**src/rtl/axis_soft_mute.sv**
```systemverilog
// AXI-Stream soft mute: linear gain ramp between unity and zero, stepped once per stereo frame.
// Registered single-entry output stage, full throughput, 1-cycle latency.
module axis_soft_mute #(
  parameter int unsigned DATA_WIDTH = 24,
  parameter int unsigned RAMP_SHIFT = 8
) (
  input  logic                  clk,
  input  logic                  reset,
  input  logic                  mute,
  input  logic [DATA_WIDTH-1:0] s_axis_data,
  input  logic                  s_axis_valid,
  output logic                  s_axis_ready,
  input  logic                  s_axis_last,
  output logic [DATA_WIDTH-1:0] m_axis_data,
  output logic                  m_axis_valid,
  input  logic                  m_axis_ready,
  output logic                  m_axis_last,
  output logic                  muted,
  output logic                  ramping
);

  localparam int unsigned GW = RAMP_SHIFT + 1;
  localparam int unsigned PW = DATA_WIDTH + RAMP_SHIFT + 2;
  localparam logic [GW-1:0] GainUnity = {1'b1, {RAMP_SHIFT{1'b0}}};
  localparam logic [GW-1:0] GainZero  = '0;
  localparam logic [GW-1:0] GainOne   = {{RAMP_SHIFT{1'b0}}, 1'b1};

  typedef enum logic [1:0] {
    StUnity,
    StRampDown,
    StMuted,
    StRampUp
  } state_e;

  state_e                r_state;
  state_e                w_state_d;
  logic [GW-1:0]         r_gain;
  logic [GW-1:0]         w_gain_d;
  logic [GW-1:0]         w_gain_dec;
  logic [GW-1:0]         w_gain_inc;
  logic [DATA_WIDTH-1:0] r_data;
  logic                  r_valid;
  logic                  r_last;
  logic                  r_muted;
  logic                  r_ramping;
  logic                  w_accept;
  logic                  w_frame;
  logic                  w_go_down;
  logic                  w_go_up;
  logic [PW-1:0]         w_data_ext;
  logic [PW-1:0]         w_gain_ext;
  logic [PW-1:0]         w_prod;

  assign s_axis_ready = !r_valid || m_axis_ready;
  assign w_accept     = s_axis_valid && s_axis_ready;
  assign w_frame      = w_accept && s_axis_last;

  // Gain is zero-extended so it multiplies as a non-negative signed operand.
  assign w_data_ext = {{(RAMP_SHIFT + 2){s_axis_data[DATA_WIDTH-1]}}, s_axis_data};
  assign w_gain_ext = {{(DATA_WIDTH + 1){1'b0}}, r_gain};
  assign w_prod     = $signed(w_data_ext) * $signed(w_gain_ext);

  assign w_gain_dec = r_gain - GainOne;
  assign w_gain_inc = r_gain + GainOne;

  always_comb begin
    w_state_d = r_state;
    w_gain_d  = r_gain;
    w_go_down = w_frame && mute && (r_state != StMuted);
    w_go_up   = w_frame && !mute && (r_state != StUnity);
    if (w_go_down) begin
      w_gain_d  = w_gain_dec;
      w_state_d = (w_gain_dec == GainZero) ? StMuted : StRampDown;
    end else if (w_go_up) begin
      w_gain_d  = w_gain_inc;
      w_state_d = (w_gain_inc == GainUnity) ? StUnity : StRampUp;
    end
  end

  always_ff @(posedge clk or posedge reset) begin
    if (reset) begin
      r_state   <= StUnity;
      r_gain    <= GainUnity;
      r_muted   <= 1'b0;
      r_ramping <= 1'b0;
    end else begin
      r_state   <= w_state_d;
      r_gain    <= w_gain_d;
      r_muted   <= (w_state_d == StMuted);
      r_ramping <= (w_state_d == StRampDown) || (w_state_d == StRampUp);
    end
  end

  always_ff @(posedge clk or posedge reset) begin
    if (reset) begin
      r_valid <= 1'b0;
      r_data  <= '0;
      r_last  <= 1'b0;
    end else if (w_accept) begin
      r_valid <= 1'b1;
      r_data  <= w_prod[DATA_WIDTH+RAMP_SHIFT-1:RAMP_SHIFT];
      r_last  <= s_axis_last;
    end else if (m_axis_ready) begin
      r_valid <= 1'b0;
    end
  end

  assign m_axis_data  = r_data;
  assign m_axis_valid = r_valid;
  assign m_axis_last  = r_last;
  assign muted        = r_muted;
  assign ramping      = r_ramping;

endmodule

```
**config.mk**
```make
export PLATFORM = sky130hd
export DESIGN_NAME = axis_soft_mute
export DESIGN_NICKNAME = d
export VERILOG_FILES = /design/src/rtl/axis_soft_mute.sv
export SDC_FILE = /design/constraint.sdc
export NUM_CORES = 1
export LEC_CHECK = 0
export CAP_MARGIN = 20
export CORE_ASPECT_RATIO = 2
export CORE_UTILIZATION = 56
export DETAILED_ROUTE_END_ITERATION = 7
export PLACE_DENSITY = 0.88
export SLEW_MARGIN = 25
export SYNTH_ARGS = -nofsm -noshare
export SYNTH_HDL_FRONTEND = slang
export SYNTH_SLANG_ARGS = --single-unit
```
**constraint.sdc**
```tcl
create_clock -name clk -period 5.8 [get_ports clk]
set_clock_uncertainty 0.2 [all_clocks]
set_input_delay 1.45 -clock clk [delete_from_list [all_inputs] [get_ports clk]]
set_output_delay 1.45 -clock clk [all_outputs]
set_load 0.01 [all_outputs]
```
After elaboration in Yosys (flattened, before gate mapping)
Index checks and enable logic that the tools add are counted.

Flip-flop bits (word level): 39. Bits of input ports: 30. Output and inout port bits: 29. Logic and storage cells: 37.

$add $sub $neg: 2. Multipliers: 1. Equality and inequality tests: 5. Mux-type cells: 8. Reductions and logical operators: 14.

Operator list (count): 24-bit by 10-bit multiplier with 32-bit output (1); 9-bit 2-to-1 mux (2); 9-bit by 1-bit adder with 9-bit output (second input constant) (1); 9-bit equality test (second input constant) (1); 9-bit zero test (1); 9-bit by 1-bit subtractor with 9-bit output (second input constant) (1); 2-bit 2-to-1 mux (4); 1-bit logical AND (6); 2-bit nonzero test (3); 2-bit equality test (second input constant) (2); 2-bit by 1-bit equality test with 1-bit output (second input constant) (1); 1-bit zero test (2); 1-bit logical OR (2); 1-bit 2-to-1 mux (2); 2-bit != test (second input constant) (1).

Longest topological paths before layout
Depth after elaboration: 10. Mapped depth: 21. Gate-level depth less buffers: 19.

Worst setup path before layout
OpenSTA, ideal clock, no wires.

Path kind: input port to flip-flop. Start: in s_axis_data[7]. End: reg r_data[11], in the netlist m_axis_data[11]. Setup time: 132 ps. Arrival time: 6083 ps. Data required time: 5468 ps. Path slack: -615 ps. Stages: 20. Buffers on the path: 1. Path through: buf_1 -> nand2_1 -> fa_1 -> inv_1 -> fa_1 -> inv_1 -> fa_1 -> inv_1 -> fa_1 -> inv_1 -> fa_1 -> inv_1 -> ha_1 -> a2111oi_0 -> o221ai_1 -> nand4bb_1 -> nand2_1 -> a311o_1 -> xnor2_1 -> o21ai_1.

Longest elaborated chain between the ends: 1.

Ends and longest elaborated chain: start, declared (line 10) `input logic [DATA_WIDTH-1:0] s_axis_data,`; 24-bit by 10-bit multiplier with 32-bit output (line 61) `assign w_prod = $signed(w_data_ext) * $signed(w_gain_ext);`; end signal, assigned (line 101) `r_data <= w_prod[DATA_WIDTH+RAMP_SHIFT-1:RAMP_SHIFT];`; end, declared (line 41) `logic [DATA_WIDTH-1:0] r_data;`.

Every way passes these cells. A chain may end at the register's enable or synchronous reset.

Final worst setup path
Start: in s_axis_data[14]. End: reg r_data[20], in the netlist m_axis_data[20].

Same word-level chain as after synthesis.

==> impl_results.md <==
* CP top delay family: adder cells
* Iter 0 DRT Violations at 1020
* Die height at 181 um
* Chip width at 91.4 um
* Max Fclk at 156 MHz
* Syn avg cell area at 8.85 sq um
* R2R setup slack at -0.33 ns
* Inserted Diodes at 0
* CP Buf/Inv Count at 6
* DRT Pass-1 Iters at 8
* Cts bufs inserted at 5
* Final GP Congestion at 0.969
* CTS HTree Levels at 2
* Initial antenna violation count at 0
* Clk root buf: clkbuf_16
* FF-to-FF Start: r_gain[5]
* Clock Pin Slew Worst Setup and Hold Paths at 0.07 ns
* Syn_nets at 1281
* RSZ-0062 raised after global routing: yes
* Most used routing layer: met2
* Core region area at 15700 sq um
* Final WS setup at -0.602 ns
* WL final at roughly 36000 um
* Seq. cell area at about 950 sq um
* CTS tree: yes
* Synth-to-layout area growth at 34.3%
* Sequential share of the synthesized area at 10.6%
* First-pass GRT wire length at 52600 um
* Final Hold Violating Endpoints at 0
* Yosys warns at 0
* Placed cells at 1356
* Reg2reg path depth at 18
* Yosys cell types at 58
* Met2 global-route usage at 71.6%
* Initial Util at between 50% and 60%
* CP Launch Point: s_axis_data[14]
* EDFF count, synth at 0
* Layout cells sized above 1 at 30.5%
* WP depth at 20
* Post-layout util at between 70% and 80%
* CP Max Fanout at 4
* Hold Path Class: register to register
* Setup Viol. Count Final at 22
* Total GRT Usage at 42.8%
* Worst EP arrival at between 6 and 7 ns
* # DRC at 0
* CP Launch Type: primary input
* Ys flop type: dfrtp_1
* Port bufs at 58
* Multi-input logic area at 8060 sq um
* Failing checks: negative setup slack
* Site Rows at 65
* Worst setup path end: m_axis_data[20]
* Asr flop ratio synth at 100%
* Crit share post-route at 110%
* Final std cells w/o fill at 1389
* Crit Path Category: primary input to register
* Dpl hpwl at about 22000 um
* DIE AREA at 16500 sq um
* Skew-Pair Late Insertion Delay at 0.30 ns
* CP cell instances: buf_6, nand2_2, fa_1, inv_1, fa_1, fa_1, fa_1, inv_2, fa_1, inv_2, ha_4, a21oi_4, o21ai_2, a21oi_2, buf_4, nand2_4, a2111oi_4, buf_4, mux2i_1, o21ai_1
* Worst slew pin tran at between 0.9 and 1 ns
* ANT nets after route at 0
* Crit Reg-Reg Endpoint: m_axis_data[20]
* Hold slack at around 0.27 ns
* I/O pins at 59
* Post-synthesis instance total at between 1k and 1.5k
* Fin. max-slew vios at 0
* CP most frequent cell: fa_1
* Yosys reg bits at 38
* Max cap viols at 0
* Minimum clock period at approximately 6.4 ns
* Hold Buf Count CTS at 0
* Grt met3 use at 11.1%
* DR vias/cell at between 6 and 7
* Slew HR at about two fifths
* TNS Setup at -8.65 ns
* GRT Residual Overflow at 0
* Netlist Area Pre-Place at 8960 sq um
* Via Count at between 8k and 9k
* Worst path required time at 5.78 ns
* Vias in the first global route at 9862
* Largest net degree at the start of global routing at between 40 and 50
* Grt met1 use at between 40% and 50%
* Max stage delay on crit path at 0.62 ns
* Nets at 1457
* Critical path's slowest cell: fa_1
* CTS max path bufs at 2
* Outcome: finished with violations
* Worst setup EP type: register
* FILL cells at 897
* Clock Sinks at 38
* DR WL/cell at around 26 um
## logic make-up (layout without fill, tap and decap cells)
family,after synthesis,count (layout),share of synthesized area [%]
XOR/XNOR,39,39,3.81
AND/OR/NAND/NOR,340,340,19.1
adder cells (fa/ha/maj),239,239,47.6
buffers and inverters,234,410,9.82
flip-flops,38,38,10.6
multiplexers,3,3,0.335
AO/OA/AOI/OAI,119,119,8.64
## layout make-up
cell class	count	area share, %
tap	201	2.09
inverter	188	5.86
timing repair buffer	215	15.7
multi-input combinational	740	67.0
clock buffer	6	1.15
clock inverter	1	0.250
sequential	38	7.91
## repair_timing
action,in CTS,in global routing
pin swaps,77,66
endpoints found under the setup margin,24,24
gates cloned,0,0
buffers inserted,18,11
resized for setup,224,110
## cells in the mapped netlist, types with 7 or more instances
library cell	instances	area [sq um]
o21ai_0	21	105
nand3_1	12	60.1
ha_1	69	863
xor2_1	11	96.3
nor2_1	21	78.8
and2_1	115	719
o21ai_1	11	55.1
and3_1	7	43.8
buf_1	7	26.3
nor3_1	8	40.0
nand2_1	145	544
xnor2_1	28	245
a21oi_1	41	205
inv_1	188	706
dfrtp_1	37	926
fa_1	170	3400
clkbuf_1	38	143
or3_1	7	43.8
## through the flow
| stage | cell area, sq um | worst slack, ns |
|---|---|---|
| after CTS | 11600 | -0.237 |
| final | 12000 | -0.602 |
| after global routing | 12000 | -0.766 |
| after detailed placement | 10900 | -1.20 |
| after global placement | 10900 | -1.06 |
| after floorplan | 9290 | -0.297 |
## worst min path at each step
stage                        start        endpoint  slack, ns  cells past startpoint
global route        m_axis_data[7]  m_axis_data[7]       0.31                      2
detailed placement  m_axis_data[7]  m_axis_data[7]       0.26                      2
global placement    m_axis_data[7]  m_axis_data[7]       0.25                      2
finish              m_axis_data[7]  m_axis_data[7]       0.27                      2
floorplan           m_axis_data[7]  m_axis_data[7]       0.31                      2
CTS                 m_axis_data[7]  m_axis_data[7]       0.28                      2
## cell usage in the layout, fill, tap and decap left out, types with 26 or more instances in the layout
| cell | n |
|---|---|
| ha_1 | 43 |
| inv_1 | 167 |
| buf_4 | 134 |
| dfrtp_1 | 37 |
| fa_1 | 150 |
| nand2_1 | 120 |
| and2_1 | 94 |
| ha_4 | 26 |
| buf_6 | 34 |
| clkdlybuf4s50_1 | 34 |
## tightest hold or removal path, stage by stage (launching register included)
cell     delay [ns]
dfrtp_1        0.34
nand2_1        0.05
nand2_1        0.05
## sequential cells by signal, summed over array words and instances (netlist names)
signal and cells:
m_axis_valid 1, m_axis_last 1, r_gain 9, m_axis_data 24, muted 1, r_state 2
## routing by layer
layer	vias up	routed length, um
met5	-	0
met4	0	4550
met3	384	3700
met2	774	17600
met1	4249	9820
li1	3466	-
Power is left out: the tool's default activity adds up to more than one toggle a clock period on the data nets, which glitch-free logic cannot reach.
